`src/rtl/pipe_pkg.sv`:
```
// Shared pipeline types and widths used by the write-back stage and its queue.
package pipe_pkg;

    localparam int REG_IDX_W = 5;
    localparam int DATA_W    = 32;
    localparam int WB_DEPTH  = 4;

    typedef struct packed {
        logic [REG_IDX_W-1:0] dst;
        logic [DATA_W-1:0]    data;
    } wb_entry;

endpackage : pipe_pkg

```
`src/rtl/write_back_if.sv`:
```
// Bundle of the ALU, memory, register-file write and hazard-query signals of the write-back stage.
interface write_back_if
    import pipe_pkg::*;
#(
    parameter int DEPTH = WB_DEPTH
) ();

    localparam int CNT_W = $clog2(DEPTH) + 1;

    logic                 alu_valid;
    logic [REG_IDX_W-1:0] alu_dst;
    logic [DATA_W-1:0]    alu_data;
    logic                 alu_ready;

    logic                 mem_valid;
    logic [REG_IDX_W-1:0] mem_dst;
    logic [DATA_W-1:0]    mem_data;

    logic                 WriteReg;
    logic [REG_IDX_W-1:0] WriteRegdst;
    logic [DATA_W-1:0]    WriteRegData;

    logic [REG_IDX_W-1:0] hz_reg;
    logic                 hz_busy;
    logic [CNT_W-1:0]     pend_count;

    modport slave (
        input  alu_valid, alu_dst, alu_data,
        input  mem_valid, mem_dst, mem_data,
        input  hz_reg,
        output alu_ready,
        output WriteReg, WriteRegdst, WriteRegData,
        output hz_busy, pend_count
    );

    modport master (
        output alu_valid, alu_dst, alu_data,
        output mem_valid, mem_dst, mem_data,
        output hz_reg,
        input  alu_ready,
        input  WriteReg, WriteRegdst, WriteRegData,
        input  hz_busy, pend_count
    );

endinterface : write_back_if

```
`src/rtl/wb_fifo.sv`:
```
// FIFO of ALU results waiting for the register-file write port, with a per-entry
// destination compare used for hazard detection.
module wb_fifo
    import pipe_pkg::*;
#(
    parameter int DEPTH = WB_DEPTH,
    localparam int PTR_W = $clog2(DEPTH),
    localparam int CNT_W = PTR_W + 1
) (
    input  logic                 clk,
    input  logic                 rst,
    input  logic                 push,
    input  wb_entry              push_entry,
    input  logic                 pop,
    output wb_entry              head,
    output logic                 full,
    output logic                 empty,
    output logic [CNT_W-1:0]     count,
    input  logic [REG_IDX_W-1:0] cmp_idx,
    output logic [DEPTH-1:0]     cmp_hit
);

    wb_entry            mem_q [DEPTH];
    logic [DEPTH-1:0]   vld_q, vld_d;
    logic [PTR_W-1:0]   wr_ptr_q, wr_ptr_d;
    logic [PTR_W-1:0]   rd_ptr_q, rd_ptr_d;
    logic [CNT_W-1:0]   count_q, count_d;

    // Pointers are PTR_W bits wide, so they wrap modulo DEPTH on their own.
    always_comb begin
        wr_ptr_d = wr_ptr_q + PTR_W'(push);
        rd_ptr_d = rd_ptr_q + PTR_W'(pop);
        count_d  = count_q + CNT_W'(push) - CNT_W'(pop);
        vld_d    = vld_q;
        if (pop) begin
            vld_d[rd_ptr_q] = 1'b0;
        end
        if (push) begin
            vld_d[wr_ptr_q] = 1'b1;
        end
    end

    always_ff @(posedge clk or posedge rst) begin
        if (rst) begin
            wr_ptr_q <= '0;
            rd_ptr_q <= '0;
            count_q  <= '0;
            vld_q    <= '0;
        end else begin
            wr_ptr_q <= wr_ptr_d;
            rd_ptr_q <= rd_ptr_d;
            count_q  <= count_d;
            vld_q    <= vld_d;
        end
    end

    always_ff @(posedge clk) begin
        if (push) begin
            mem_q[wr_ptr_q] <= push_entry;
        end
    end

    assign head  = mem_q[rd_ptr_q];
    assign count = count_q;
    assign empty = (count_q == '0);
    assign full  = (count_q == CNT_W'(DEPTH));

    generate
        for (genvar gi = 0; gi < DEPTH; gi++) begin : g_cmp
            assign cmp_hit[gi] = vld_q[gi] && (mem_q[gi].dst == cmp_idx);
        end
    endgenerate

endmodule : wb_fifo

```
`src/rtl/write_back.sv`:
```
// Write-back stage: merges load results and queued/bypassed ALU results onto a
// single registered register-file write port, loads taking priority.
module write_back
    import pipe_pkg::*;
#(
    parameter int DEPTH = WB_DEPTH
) (
    input  logic         clk,
    input  logic         rst,
    write_back_if.slave  bus
);

    localparam int CNT_W = $clog2(DEPTH) + 1;

    logic                 wr_q, wr_d;
    logic [REG_IDX_W-1:0] dst_q, dst_d;
    logic [DATA_W-1:0]    data_q, data_d;

    logic                 push, pop, accept;
    logic                 fifo_full, fifo_empty;
    logic [CNT_W-1:0]     fifo_count;
    logic [DEPTH-1:0]     fifo_hit;
    wb_entry              alu_entry, head;

    assign alu_entry = '{dst: bus.alu_dst, data: bus.alu_data};

    wb_fifo #(.DEPTH(DEPTH)) u_fifo (
        .clk        (clk),
        .rst        (rst),
        .push       (push),
        .push_entry (alu_entry),
        .pop        (pop),
        .head       (head),
        .full       (fifo_full),
        .empty      (fifo_empty),
        .count      (fifo_count),
        .cmp_idx    (bus.hz_reg),
        .cmp_hit    (fifo_hit)
    );

    // Ready depends only on the registered count, so a pop cannot free a slot
    // in the same cycle.
    assign bus.alu_ready = !fifo_full;
    assign accept        = bus.alu_valid && !fifo_full;

    always_comb begin
        wr_d   = 1'b0;
        dst_d  = dst_q;
        data_d = data_q;
        push   = 1'b0;
        pop    = 1'b0;
        if (bus.mem_valid) begin
            wr_d   = 1'b1;
            dst_d  = bus.mem_dst;
            data_d = bus.mem_data;
            push   = accept;
        end else if (!fifo_empty) begin
            wr_d   = 1'b1;
            dst_d  = head.dst;
            data_d = head.data;
            pop    = 1'b1;
            push   = accept;
        end else if (accept) begin
            wr_d   = 1'b1;
            dst_d  = bus.alu_dst;
            data_d = bus.alu_data;
        end
    end

    always_ff @(posedge clk or posedge rst) begin
        if (rst) begin
            wr_q   <= 1'b0;
            dst_q  <= '0;
            data_q <= '0;
        end else begin
            wr_q   <= wr_d;
            dst_q  <= dst_d;
            data_q <= data_d;
        end
    end

    assign bus.WriteReg     = wr_q;
    assign bus.WriteRegdst  = dst_q;
    assign bus.WriteRegData = data_q;
    assign bus.pend_count   = fifo_count;
    assign bus.hz_busy      = (|fifo_hit) || (wr_q && (dst_q == bus.hz_reg));

endmodule : write_back

```
`src/flat_wrapper.sv`:
```
// flat-port wrapper written by rule: the top's interface ports become plain ports
module write_back_flat import pipe_pkg::*;
#(
    parameter int DEPTH = WB_DEPTH
)
  (clk, rst, bus_alu_valid, bus_alu_dst, bus_alu_data, bus_mem_valid, bus_mem_dst, bus_mem_data, bus_hz_reg, bus_alu_ready, bus_WriteReg, bus_WriteRegdst, bus_WriteRegData, bus_hz_busy, bus_pend_count);
  write_back_if #(.DEPTH(DEPTH)) bus_i ();
  input  logic clk;
  input  logic rst;
  input wire logic [$bits(bus_i.alu_valid)-1:0] bus_alu_valid;
  input wire logic [$bits(bus_i.alu_dst)-1:0] bus_alu_dst;
  input wire logic [$bits(bus_i.alu_data)-1:0] bus_alu_data;
  input wire logic [$bits(bus_i.mem_valid)-1:0] bus_mem_valid;
  input wire logic [$bits(bus_i.mem_dst)-1:0] bus_mem_dst;
  input wire logic [$bits(bus_i.mem_data)-1:0] bus_mem_data;
  input wire logic [$bits(bus_i.hz_reg)-1:0] bus_hz_reg;
  output wire logic [$bits(bus_i.alu_ready)-1:0] bus_alu_ready;
  output wire logic [$bits(bus_i.WriteReg)-1:0] bus_WriteReg;
  output wire logic [$bits(bus_i.WriteRegdst)-1:0] bus_WriteRegdst;
  output wire logic [$bits(bus_i.WriteRegData)-1:0] bus_WriteRegData;
  output wire logic [$bits(bus_i.hz_busy)-1:0] bus_hz_busy;
  output wire logic [$bits(bus_i.pend_count)-1:0] bus_pend_count;
  assign bus_i.alu_valid = bus_alu_valid;
  assign bus_i.alu_dst = bus_alu_dst;
  assign bus_i.alu_data = bus_alu_data;
  assign bus_i.mem_valid = bus_mem_valid;
  assign bus_i.mem_dst = bus_mem_dst;
  assign bus_i.mem_data = bus_mem_data;
  assign bus_i.hz_reg = bus_hz_reg;
  assign bus_alu_ready = bus_i.alu_ready;
  assign bus_WriteReg = bus_i.WriteReg;
  assign bus_WriteRegdst = bus_i.WriteRegdst;
  assign bus_WriteRegData = bus_i.WriteRegData;
  assign bus_hz_busy = bus_i.hz_busy;
  assign bus_pend_count = bus_i.pend_count;
  write_back #(.DEPTH(DEPTH)) u_core (.clk(clk), .rst(rst), .bus(bus_i));
endmodule
```
`config.mk`:
```
export PLATFORM = sky130hd
export DESIGN_NAME = write_back_flat
export DESIGN_NICKNAME = d
export VERILOG_FILES = /design/src/rtl/pipe_pkg.sv /design/src/rtl/write_back_if.sv /design/src/rtl/wb_fifo.sv /design/src/rtl/write_back.sv /design/src/flat_wrapper.sv
export SDC_FILE = /design/constraint.sdc
export NUM_CORES = 1
export LEC_CHECK = 0
export BUFFER_PORTS_ARGS = -buffer_cell sky130_fd_sc_hd__buf_2
export CAP_MARGIN = 20
export CORE_MARGIN = 5
export CORE_UTILIZATION = 51
export CTS_BUF_LIST = sky130_fd_sc_hd__clkbuf_4 sky130_fd_sc_hd__clkbuf_8 sky130_fd_sc_hd__clkbuf_16
export CTS_CLUSTER_DIAMETER = 150
export DETAILED_ROUTE_END_ITERATION = 7
export PLACE_DENSITY_LB_ADDON = 0.05
export SETUP_SLACK_MARGIN = 0.1
export SKIP_LAST_GASP = 1
export SLEW_MARGIN = 20
export SYNTH_ARGS = -nofsm -noshare
export SYNTH_HDL_FRONTEND = slang
export SYNTH_SLANG_ARGS = --single-unit
```
`constraint.sdc`:
```
create_clock -name clk -period 2.92 [get_ports clk]
set_input_delay 0.584 -clock clk [delete_from_list [all_inputs] [get_ports clk]]
set_output_delay 0.584 -clock clk [all_outputs]
set_load 0.005 [all_outputs]
```
Word-level counts from Yosys, hierarchy flattened
Memory sizes are Yosys's and may differ from the RTL's.
Cells that the tools add are included.
{"block": "op_classes", "add_sub_neg": 4, "n_lt_le_gt_ge": 4, "mux": 21, "eq_ne": 7, "n_bitwise": 3, "reduce_logical": 12}
{"cell": "$mux 32", "count": 3}
{"cell": "$eq 5x5->1", "count": 5}
{"cell": "$mux 5", "count": 3}
{"cell": "$mux 1", "count": 11}
{"cell": "$logic_and 1x1->1", "count": 8}
{"cell": "$mux 4", "count": 2}
{"cell": "$lt 2x3->1 const B", "count": 2}
{"cell": "$add 2x1->2", "count": 2}
{"cell": "$and 4x4->4", "count": 1}
{"cell": "$demux 1 s2", "count": 2}
{"cell": "$ge 2x1->1 const B", "count": 2}
{"cell": "$not 4->4", "count": 1}
{"cell": "$or 4x4->4", "count": 1}
{"cell": "$reduce_or 4->1", "count": 1}
{"cell": "$add 3x1->3", "count": 1}
{"cell": "$eq 3x3->1 const B", "count": 1}
{"cell": "$logic_not 3->1", "count": 1}
{"cell": "$ne 3x2->1 const B", "count": 1}
{"cell": "$sub 3x1->3", "count": 1}
{"cell": "$logic_not 1->1", "count": 1}
{"cell": "$logic_or 1x1->1", "count": 1}
{"block": "totals", "ramBits": 148, "reg_bits": 49, "mem_count": 1, "out_inout_bits": 43}
{"memory": "u_core.u_fifo.mem_q", "words": 4, "width": 37, "rd": 5, "rd_ports_with_merged_regs": 0, "write_ports": 1, "line_no": "wb_fifo.sv:23", "source": "wb_entry mem_q [DEPTH];"}

Depth between registers and ports, before layout
Gate-level depths: netlist of the first run.
{"block": "depth", "depth_word": 9, "depth_mapped": 9, "ltp_nobuf": 9}

Cells and area by module
From an unflattened synthesis of the first run, not the netlist that was laid out.
{"block": "hier_totals", "hier_cells": 488, "hier_area_um2": 8610.8}
{"module": "wb_fifo", "area_per_inst_um2": 6185.9, "n_inst": 1, "cells_each": 265, "seq_area_each_um2": 4719.5}
{"module": "write_back", "area_per_inst_um2": 2424.8, "n_inst": 1, "cells_each": 223, "seq_area_each_um2": 950.9}

Least setup slack after synthesis of the first run
Ideal clock, no wire load.
{"block": "synth_path", "path_kind": "input to register", "startpoint": "input port bus_mem_valid", "endpoint": "memory u_core.u_fifo.mem_q[0][0] in the netlist's numbering, enable pin", "t_arrival_ps": 2909, "n_path_buf": 1, "cell_stages": 5, "slack_ps": -420, "setup_ps": 431, "required_ps": 2489, "path_cell_list": "clkbuf_1 nor2b_1 o31ai_1 or2_2 nor2_1"}
{"block": "synth_between", "elab_chain_len": 3}
{"element": "start: declaration", "line_no": "flat_wrapper.sv:13", "source": "input wire logic [$bits(bus_i.mem_valid)-1:0] bus_mem_valid;"}
{"element": "$mux 1", "line_no": "write_back.sv:52", "source": "if (bus.mem_valid) begin"}
{"element": "$mux 1", "line_no": "wb_fifo.sv:58", "source": "if (push) begin"}
{"element": "$mux 1 (implied by the code)", "line_no": "wb_fifo.sv:59", "source": "mem_q[wr_ptr_q] <= push_entry;"}
{"element": "end: declaration", "line_no": "wb_fifo.sv:23"}
No other way between the ends.

==> reports/metrics.csv, run 1 <==
stage;metric;value;unit
status;status;finished, final reports clean;
worst_setup_path;CP max FO;2;
floorplanning;Die ar.;0.0186;mm²
worst_setup_path;r2r setup slk;570;ps
logic_synthesis;Yosys Warn Count;0;
drt;WL/cell;21.9;µm
logic_synthesis;Synth area leaders;edfxtp_1 (55%), dfrtp_1 (15%), mux4_2 (10%), a222oi_1 (4.6%), nor2_1 (3.7%);
final_layout;Final #Nets;707;
logic_synthesis;Synth area leader;edfxtp_1;
global_routing;initial antenna violation count;0;
timing;final clock skew;17.7;ps
logic_synthesis;Gate Count Post-Synth;493;
logic_synthesis;top cell type's share of synthesized area;54.7;%
pwr;clock share of power;26.2;%
logic_synthesis;synthesized cell area;0.00813;mm²
worst_setup_path;Reg2Reg Depth;4;
clocking;maximum root-to-sink buffer count;2;
worst_setup_path;delay of the slowest critical-path stage;420;ps
clocking;CTS H-tree depth;4;
timing;setup tns final;0;ps
floorplanning;starting density of the core;51.6;%
clocking;postcts setup bufs;0;
timing;maximum clock rate;418;MHz
logic_synthesis;Async S/R FF share, synth;24.9;%
global_routing;Global Route Usage Sum;21.0;%
timing;Setup WS post-layout;526;ps
drt;Pre-antenna DRT Iters;8;
floorplanning;num rows;46;
floorplanning;core area;0.0158;mm²
logic_synthesis;Synth cell types;33;
drt;# DRC;0;
place;final estimated routing congestion in global placement;0.767;
global_routing;vias in the first global route;5064;
clocking;CTS root buf;clkbuf_16;
pwr;P_int;6310;µW
pwr;maximum vdd drop;0.626;mV
timing;period utilisation layout;82.0;%
place;area post-placement;0.00903;mm²
drt;Routed WL;18600;µm
timing;Slew Limit Fails;0;
final_layout;ant diodes;0;
clocking;clk slew on worst S/H paths;70;ps
worst_setup_path;Buf/Inv on CP;1;
logic_synthesis;Mean Syn Cell Area;16.5;µm²
floorplanning;Die Ht;136;µm
clocking;CTS tree;built;
worst_setup_path;slowest CP cell;edfxtp_1;
clocking;post-CTS sizing;0;
clocking;worst skew pair latency;430;ps
timing;Worst-Margin Slew;755;ps
drt;initial DRC count;451;
logic_synthesis;Synth Net Count;579;
clocking;clock sinks;197;
final_layout;share of cells above drive strength 1;35.6;%
pwr;P per Cell Area;934;mW/mm²
global_routing;global route overflow;0;
timing;Final Hold Viols;0;
worst_setup_path;r2r startpoint;u_core.u_fifo.rd_ptr_q[0];
worst_setup_path;CP Launch Type;register;
timing;Slew HR;49.7;%
logic_synthesis;register area share after synthesis;69.7;%
drt;Final ANT Viol Nets;0;
place;DP Wirelength;11300;µm
hold_path;worst hold path type;in -> async;
final_layout;Area Overhead vs Synth;18.6;%
worst_setup_path;Crit Path Class;reg -> out;
logic_synthesis;Synth Flop Type;edfxtp_1;
worst_setup_path;critical-path cell list;xor2_1 > nor4_1 > nand3_1 > nand4_1 > buf_2;
logic_synthesis;#FFs+latches synth;197;
pwr;Comb pwr share;26.6;%
drt;via density per instance;5.66;
worst_setup_path;R2R Path End;u_core.bus.WriteRegData[6];
floorplanning;Die X;136;µm
worst_setup_path;Setup crit end kind;output port;
timing;Final min period;2390;ps
flow_run;MaxCap Viol Count;0;
worst_setup_path;CP top delay family;simple AND/OR/NAND/NOR gates;
drt;vias;4808;
pwr;Flop pwr share;47.3;%
pwr;Psw;2690;µW
global_routing;largest net degree at the start of global routing;42;
global_routing;first-pass GRT wire length;28500;µm
logic_synthesis;Post-synth EDFFs;148;
floorplanning;Ports;126;
timing;setup violators final;0;
final_layout;Filler Cell Count;1266;
clocking;Hold-fix buffers, CTS;0;
place;worst slack, placed;517;ps
timing;RSZ-0062 raised after global routing;false;
worst_setup_path;Worst Path Arrival;1810;ps
pwr;LEAKAGE;0.00360;µW
place;I/O Buffers;125;
worst_setup_path;Critical Path RT;2340;ps
clocking;total CTS buffers;17;
pwr;Sw Ratio;29.9;%
final_layout;post-route cell area;0.00964;mm²
area by class of cell:
type	instances	area (µm²)	area share, %
inverter	5	18.8	0.195
tap	216	270	2.80
clock inverter	12	145	1.51
timing repair buffer	145	801	8.31
clock buffer	20	460	4.78
multi-input combinational	255	2270	23.6
sequential	197	5670	58.8
cells by family (layout without fill, tap and decap cells):
group | count (synthesis) | count (layout) | share of synthesized area [%]
flip-flops | 197 | 197 | 69.7
AND/OR/NAND/NOR | 139 | 139 | 8.03
AO/OA/AOI/OAI | 47 | 47 | 5.42
buffers and inverters | 41 | 182 | 2.88
multiplexers | 37 | 37 | 10.2
XOR/XNOR | 29 | 29 | 3.12
adder cells (fa/ha/maj) | 3 | 3 | 0.554
power by group through the flow:
stage	logic, µW	registers (µW)	clock network, µW
after global routing	2600	4340	2530
final	2390	4260	2360
after detailed placement	2430	4310	0
after CTS	2440	4260	2410
after global placement	2410	4280	0
after floorplan	1740	4110	0
synthesized netlist by cell type (2+ instances only):
library cell  number
nor3_1             2
edfxtp_1         148
nand2_1            4
ha_1               2
nand2b_1          38
nand4_1            2
mux4_2            37
a222oi_1          37
xor2_1            18
clkbuf_1          24
buf_6              2
nor2_1            80
xnor2_1           11
a21o_1             2
nand3_1            4
dfrtp_1           49
inv_1              5
buf_12             3
nor4_1             6
buf_4              3
buf_2              4
cell usage in the layout (no fill, tap or decap), drive strengths merged:
master	synthesis	layout
a31oi	1	1
nor3	2	2
o22ai	1	1
fa	1	1
clkinv	0	3
a31o	1	1
bufinv	0	2
nand3b	1	1
mux4	37	37
edfxtp	148	148
buf	12	145
nor2b	1	1
a21boi	1	1
nor2	80	80
nand2b	38	38
ha	2	2
inv	5	8
o31ai	1	1
or2	1	1
clkinvlp	0	4
clkbuf	24	20
o21ai	2	2
a222oi	37	37
nand2	4	4
o311ai	1	1
nand4	2	2
xnor2	11	11
dfrtp	49	49
nor4	6	6
xor2	18	18
a21o	2	2
nand3	4	4
per-layer routing:
metal | vias to the layer above | track usage, % | part of all wire, %
li1 | 2165 | - | -
met1 | 2451 | 28.4 | 42
met5 | - | 0 | 0
met2 | 178 | 34.4 | 51
met4 | 0 | 5.54 | 0.83
met3 | 14 | 5.18 | 6.8
sequential cells by signal (all words and copies together) (netlist names):
signal and count:
u_core.u_fifo.rd_ptr_q 2, u_core.bus.WriteRegdst 5, u_core.bus.WriteRegData 32, u_core.u_fifo.wr_ptr_q 2
u_core.u_fifo.count 3, u_core.u_fifo.vld_q 4, u_core.bus.WriteReg 1, u_core.u_fifo.mem_q 148
worst register-to-register path: stages, from the launching register on:
cell and delay, ps:
dfrtp_2 860, buf_4 390, mux4_2 540, a222oi_1 350, nor2_1 90
worst max path at each step:
stage                               start                          to  cells past startpoint
6_report       u_core.u_fifo.mem_q[1][35]                 bus_hz_busy                      5
5_1_grt         u_core.u_fifo.rd_ptr_q[0]  u_core.bus.WriteRegData[6]                      4
4_1_cts         u_core.u_fifo.rd_ptr_q[0]  u_core.bus.WriteRegData[6]                      4
3_5_place_dp    u_core.u_fifo.rd_ptr_q[0]  u_core.bus.WriteRegData[6]                      4
3_3_place_gp                bus_mem_valid      u_core.u_fifo.count[2]                      8
2_1_floorplan               bus_mem_valid   u_core.u_fifo.mem_q[0][0]                      5
metrics by stage:
step	power, µW	cells	hold WS (ps)	util (%)
after floorplan	5850	493	449	-
after global placement	6690	818	472	57.3
after detailed placement	6740	818	470	57.3
after CTS	9110	850	172	61.1
after global routing	9470	850	201	61.1
final	9000	850	177	61.1
No activity file was read; power rests on OpenSTA's default activity.
==> run 2: changes to the inputs <==
--- a/config.mk
+++ b/config.mk
@@ -5,10 +5,11 @@
 export SDC_FILE = /design/constraint.sdc
 export NUM_CORES = 1
 export LEC_CHECK = 0
+export ABC_AREA = 1
 export BUFFER_PORTS_ARGS = -buffer_cell sky130_fd_sc_hd__buf_2
 export CAP_MARGIN = 20
 export CORE_MARGIN = 5
-export CORE_UTILIZATION = 51
+export CORE_UTILIZATION = 57
 export CTS_BUF_LIST = sky130_fd_sc_hd__clkbuf_4 sky130_fd_sc_hd__clkbuf_8 sky130_fd_sc_hd__clkbuf_16
 export CTS_CLUSTER_DIAMETER = 150
 export DETAILED_ROUTE_END_ITERATION = 7
==> constraint.sdc (replaced) <==
create_clock -name clk -period 2.5 [get_ports clk]
set_input_delay 0.5 -clock clk [delete_from_list [all_inputs] [get_ports clk]]
set_output_delay 0.5 -clock clk [all_outputs]
set_load 0.005 [all_outputs]
==> reports/metrics.csv, run 2 <==
stage;metric;value;unit
status;status;finished, final reports clean;
place;final estimated routing congestion in global placement;0.845;
worst_setup_path;Crit Path Class;reg -> reg;
logic_synthesis;most frequent cells after synthesis;nand2_1 (295), nor2_1 (199), edfxtp_1 (148), nand3_1 (71), dfrtp_1 (49);
final_layout;Cell Count, Final, Fillers Out;1254;
floorplanning;Die Ht;134;µm
final_layout;most frequent cells in the layout;nand2_1 (293), nor2_1 (196), edfxtp_1 (148);
clocking;clk slew on worst S/H paths;60;ps
logic_synthesis;main combinational cell family by area after synthesis;simple AND/OR/NAND/NOR gates;
logic_synthesis;Synth cell types;26;
global_routing;global route overflow;0;
logic_synthesis;Async S/R FF share, synth;24.9;%
floorplanning;core area;0.0152;mm²
floorplanning;starting density of the core;58.1;%
logic_synthesis;Gate Count Post-Synth;928;
logic_synthesis;Synth Area in Compound Gates;1.39;%
clocking;CTS root buf;clkbuf_16;
worst_setup_path;CP max FO;4;
worst_setup_path;Critical Path RT;2820;ps
logic_synthesis;Synth Flop Type;edfxtp_1;
clocking;postcts setup bufs;0;
worst_setup_path;CP Launch Type;register;
logic_synthesis;#FFs+latches synth;197;
global_routing;largest net degree at the start of global routing;45;
logic_synthesis;multiplexer share of the synthesized area;0;%
logic_synthesis;register area share after synthesis;64.2;%
drt;vias;6688;
global_routing;initial antenna violation count;1;
drt;# DRC;0;
drt;Final ANT Viol Nets;0;
clocking;CTS tree;built;
logic_synthesis;Mean Syn Cell Area;9.52;µm²
place;dpl cells;1220;
timing;Slew Limit Fails;0;
logic_synthesis;Synth Net Count;1014;
timing;Final min period;2130;ps
drt;Pre-antenna DRT Iters;5;
drt;WL/cell;16.7;µm
worst_setup_path;Worst Path Arrival;2450;ps
timing;final clock skew;10.7;ps
global_routing;Global Route Usage Sum;23.6;%
place;I/O Buffers;125;
final_layout;post-route cell area;0.0102;mm²
place;area post-placement;0.00968;mm²
place;DP Wirelength;13500;µm
logic_synthesis;Synth area leaders;edfxtp_1 (50%), dfrtp_1 (14%), nand2_1 (13%), nor2_1 (8.5%), nand3_1 (4.0%);
timing;setup violators final;0;
flow_run;MaxCap Viol Count;0;
hold_path;worst hold path type;in -> async;
logic_synthesis;count leader, synth;nand2_1;
clocking;worst skew pair latency;430;ps
final_layout;Biggest register;u_core.u_fifo.mem_q;
worst_setup_path;r2r setup slk;370;ps
worst_setup_path;Reg2Reg Depth;10;
final_layout;Area Overhead vs Synth;15.8;%
drt;Routed WL;21000;µm
timing;RSZ-0062 raised after global routing;false;
logic_synthesis;Yosys Warn Count;0;
clocking;Hold-fix buffers, CTS;0;
timing;period utilisation layout;85.2;%
floorplanning;Die ar.;0.0181;mm²
final_layout;max reg flops;148;
floorplanning;num rows;45;
logic_synthesis;synthesized cell area;0.00883;mm²
worst_setup_path;Setup crit end kind;register;
worst_setup_path;CP Launch Point;u_core.u_fifo.count[1];
logic_synthesis;synthesized-area fraction occupied by and/or/nand/nor cells;28.5;%
final_layout;final core occ;67.3;%
drt;initial DRC count;502;
logic_synthesis;Post-Synth XOR/XNOR Area;0.496;%
final_layout;share of cells above drive strength 1;19.1;%
clocking;total CTS buffers;17;
logic_synthesis;Synth area leader;edfxtp_1;
pwr;LEAKAGE;0.00466;µW
floorplanning;Ports;126;
clocking;post-CTS sizing;0;
logic_synthesis;Post-Synth Adder-Cell Area;0.510;%
pwr;maximum vdd drop;0.713;mV
floorplanning;Die X;134;µm
clocking;clock sinks;197;
timing;Worst-Margin Slew;617;ps
final_layout;commonest non-fill, non-tap cell in the layout;nand2_1;
timing;maximum clock rate;470;MHz
logic_synthesis;top cell type's share of synthesized area;50.3;%
worst_setup_path;R2R Path End;u_core.u_fifo.count[1];
final_layout;Final #Nets;1137;
clocking;CTS H-tree depth;4;
logic_synthesis;Post-synth EDFFs;148;
global_routing;first-pass GRT wire length;33300;µm
worst_setup_path;r2r startpoint;u_core.u_fifo.count[1];
pwr;P per Cell Area;1100;mW/mm²
timing;Final Hold Viols;0;
timing;Slew HR;58.9;%
drt;via density per instance;5.33;
global_routing;vias in the first global route;6426;
clocking;maximum root-to-sink buffer count;2;
==> run 2: cell count changes in the layout (fill, tap and decap cells not counted), sizes merged, moves of 37 or more <==
cell    change
nand2b     -38
a222oi     -37
mux4       -37
nand2     +294
nor2      +123
nand3      +67
==> run 2: cell families (layout without fill, tap and decap cells) <==
| family | count (synthesis) | after routing |
|---|---|---|
| buffers and inverters | 89 | 225 |
| AND/OR/NAND/NOR | 610 | 610 |
| AO/OA/AOI/OAI | 24 | 24 |
| other | 0 | 2 |
| XOR/XNOR | 5 | 5 |
| adder cells (fa/ha/maj) | 3 | 3 |
| flip-flops | 197 | 197 |
==> run 2: worst max-delay path: stages (launching register included) <==
cell and delay [ps]:
dfrtp_1 460, nor2_4 180, nand2_2 80, nor2_2 140, nor2_1 100, nor2_1 170, o21bai_1 150, ha_1 180
inv_1 50, fa_1 480, inv_1 40
==> run 2: area by class of cell <==
cell class,instances,area [µm²]
clock inverters,10,80.1
fillers,1236,4970
clock buffers,22,469
repair buffers,151,858
flip-flops and latches,197,5670
diodes,2,5.00
inverters,42,158
well taps,188,235
multi-input cells,642,2750
==> run 2: worst max path at each step <==
stage / endpoint / slack (ps) / depth (start not counted)
after floorplan: u_core.u_fifo.mem_q[0][0] / -490 / 6
after global placement: u_core.u_fifo.count[2] / 460 / 10
after detailed placement: u_core.u_fifo.count[1] / 360 / 10
after CTS: u_core.u_fifo.count[1] / 350 / 10
after global routing: u_core.u_fifo.count[2] / 190 / 10
final: u_core.u_fifo.count[1] / 370 / 10
==> run 2: routing by layer <==
layer / vias to the layer above / global-route usage [%] / routed length (µm)
met5: - / 0 / 0
li1: 3293 / - / -
met1: 3182 / 32.0 / 9210
met3: 20 / 4.69 / 1200
met4: 0 / 5.83 / 180
met2: 193 / 39.7 / 10400
==> run 2: metrics by stage <==
step / hold slack [ps] / worst slack, ps / power, µW / setup TNS (ps)
finish: 69.5 / 370 / 11200 / 0
global route: 85.5 / 192 / 12000 / 0
CTS: 73.3 / 349 / 11300 / 0
detailed placement: 496 / 361 / 8800 / 0
global placement: 484 / 457 / 8710 / 0
floorplan: 446 / -491 / 7400 / -36330
==> run 2: power by group <==
group / switching [µW] / internal [µW] / leakage, µW
Combinational: 2520 / 1270 / 0.00244
Clock: 1110 / 1430 / 0.000279
Sequential: 456 / 4460 / 0.00194
==> run 3: changes to the inputs <==
--- a/config.mk
+++ b/config.mk
@@ -6,13 +6,13 @@
 export NUM_CORES = 1
 export LEC_CHECK = 0
 export ABC_AREA = 1
-export BUFFER_PORTS_ARGS = -buffer_cell sky130_fd_sc_hd__buf_2
 export CAP_MARGIN = 20
 export CORE_MARGIN = 5
-export CORE_UTILIZATION = 57
+export CORE_UTILIZATION = 63
 export CTS_BUF_LIST = sky130_fd_sc_hd__clkbuf_4 sky130_fd_sc_hd__clkbuf_8 sky130_fd_sc_hd__clkbuf_16
 export CTS_CLUSTER_DIAMETER = 150
 export DETAILED_ROUTE_END_ITERATION = 7
+export DONT_BUFFER_PORTS = 1
 export PLACE_DENSITY_LB_ADDON = 0.05
 export SETUP_SLACK_MARGIN = 0.1
 export SKIP_LAST_GASP = 1
==> reports/metrics.csv, run 3 (same netlist as run 2, synthesis figures left out) <==
stage;metric;value;unit
place;DP Wirelength;13700;µm
place;dpl cells;1085;
drt;via density per instance;5.75;
clocking;CTS tree;built;
timing;Final min period;2190;ps
clocking;clock sinks;197;
worst_setup_path;Setup crit end kind;register;
drt;WL/cell;19.2;µm
floorplanning;Die ar.;0.0165;mm²
global_routing;first-pass GRT wire length;34400;µm
final_layout;Final #Nets;1011;
flow_run;MaxCap Viol Count;0;
global_routing;Global Route Usage Sum;27.1;%
status;status;finished, final reports clean;
clocking;postcts setup bufs;0;
global_routing;vias in the first global route;6577;
worst_setup_path;critical-path cell list;nor2_4 > nand2_2 > nor2_2 > nor2_1 > nor2_1 > o21bai_1 > ha_1 > inv_1 > fa_1 > inv_1;
place;I/O Buffers;0;
pwr;maximum vdd drop;0.671;mV
worst_setup_path;slowest CP cell;fa_1;
worst_setup_path;CP Launch Type;register;
drt;Pre-antenna DRT Iters;5;
clocking;total CTS buffers;17;
pwr;Flop pwr share;44.8;%
final_layout;commonest non-fill, non-tap cell in the layout;nand2_1;
global_routing;initial antenna violation count;0;
final_layout;Cell Count, Final, Fillers Out;1118;
hold_path;worst hold path type;in -> reg;
timing;period utilisation layout;87.7;%
pwr;P per Cell Area;1170;mW/mm²
final_layout;Biggest register;u_core.u_fifo.mem_q;
global_routing;largest net degree at the start of global routing;40;
worst_setup_path;CP max FO;4;
timing;Slew HR;62.0;%
drt;initial DRC count;589;
pwr;Comb pwr share;29.9;%
final_layout;max reg flops;148;
timing;Slew Limit Fails;0;
pwr;LEAKAGE;0.00417;µW
floorplanning;num rows;43;
floorplanning;Die X;128;µm
final_layout;share of cells above drive strength 1;8.00;%
final_layout;most frequent cells in the layout;nand2_1 (294), nor2_1 (196), edfxtp_1 (148);
pwr;clock share of power;25.3;%
floorplanning;core area;0.0138;mm²
timing;setup violators final;0;
worst_setup_path;delay of the slowest critical-path stage;480;ps
final_layout;Area Overhead vs Synth;9.21;%
drt;# DRC;0;
global_routing;global route overflow;0;
pwr;Sw Ratio;37.1;%
clocking;maximum root-to-sink buffer count;2;
floorplanning;Ports;126;
place;final estimated routing congestion in global placement;0.848;
timing;maximum clock rate;456;MHz
clocking;post-CTS sizing;0;
pwr;P_int;7070;µW
timing;worst hold margin;163;ps
drt;Routed WL;21500;µm
drt;Final ANT Viol Nets;0;
clocking;CTS root buf;clkbuf_16;
worst_setup_path;Crit Path Class;reg -> reg;
final_layout;ant diodes;0;
drt;vias;6431;
clocking;CTS H-tree depth;4;
clocking;Hold-fix buffers, CTS;1;
timing;final clock skew;11.2;ps
timing;RSZ-0062 raised after global routing;false;
timing;Worst-Margin Slew;570;ps
floorplanning;Die Ht;128;µm
clocking;worst skew pair latency;430;ps
pwr;total power;11200;µW
floorplanning;starting density of the core;63.9;%
clocking;clk slew on worst S/H paths;70;ps
timing;Final Hold Viols;0;
worst_setup_path;Critical Path RT;2830;ps
pwr;Psw;4170;µW
worst_setup_path;Worst Path Arrival;2520;ps
run 3: cell count changes in the layout (fill, tap and decap cells not counted), moves of 2 or more:
cell / change
buf_2: -125
diode_2: -2
clkinv_2: -6
clkbuf_4: -4
clkinv_4: +6
bufinv_16: +2
run 3: layout make-up:
cell class | count | area, µm²
Timing Repair Buffer | 25 | 215
Inverter | 42 | 158
Sequential cell | 197 | 5670
Clock inverter | 15 | 199
Clock buffer | 17 | 425
Tap cell | 180 | 225
Fill cell | 1035 | 4180
Multi-Input combinational cell | 642 | 2750
run 3: final timing paths:
path	from	end	slack, ps	cells past startpoint
worst min register to register	u_core.u_fifo.vld_q[2]	u_core.u_fifo.vld_q[2]	520	2
worst min-delay path	bus_alu_data[10]	u_core.u_fifo.mem_q[1][10]	160	0
max in group asynchronous	rst	u_core.u_fifo.rd_ptr_q[0]	1370	3
min in group asynchronous	rst	u_core.bus.WriteRegData[13]	480	2
worst max-delay path	u_core.u_fifo.count[1]	u_core.u_fifo.count[1]	310	10
worst max register to register	u_core.u_fifo.count[1]	u_core.u_fifo.count[1]	310	10
run 3: per-stage QoR:
stage / TNS (ps) / util (%) / area, µm² / setup slack (ps)
detailed placement: 0 / 65.2 / 9010 / 331
CTS: 0 / 69.8 / 9650 / 292
floorplan: -36330 / - / 8830 / -491
global placement: 0 / 65.2 / 9010 / 434
finish: 0 / 69.8 / 9650 / 307
global route: 0 / 69.8 / 9650 / 142
run 3: layer usage:
| layer | global-route usage (%) | vias to the layer above | wire length (µm) |
|---|---|---|---|
| li1 | - | 3046 | - |
| met1 | 34.8 | 3074 | 8600 |
| met2 | 46.8 | 282 | 10900 |
| met3 | 5.65 | 29 | 1660 |
| met5 | 0 | - | 0 |
| met4 | 8.30 | 0 | 323 |
run 3: critical path, delay by kind of cell, from the launching register on:
kind	cells	cell delay, ps
compound gates	1	140
fa+ha+maj	2	640
buf+inv	2	90
flops	1	470
simple gates	5	740
run 3: power groups by stage:
stage	Sequential, µW	Clock, µW	Combinational (µW)
finish	5040	2850	3360
global route	5130	3020	3770
CTS	5050	2860	3360
detailed placement	5110	0	3330
global placement	5070	0	3230
floorplan	4890	0	2510
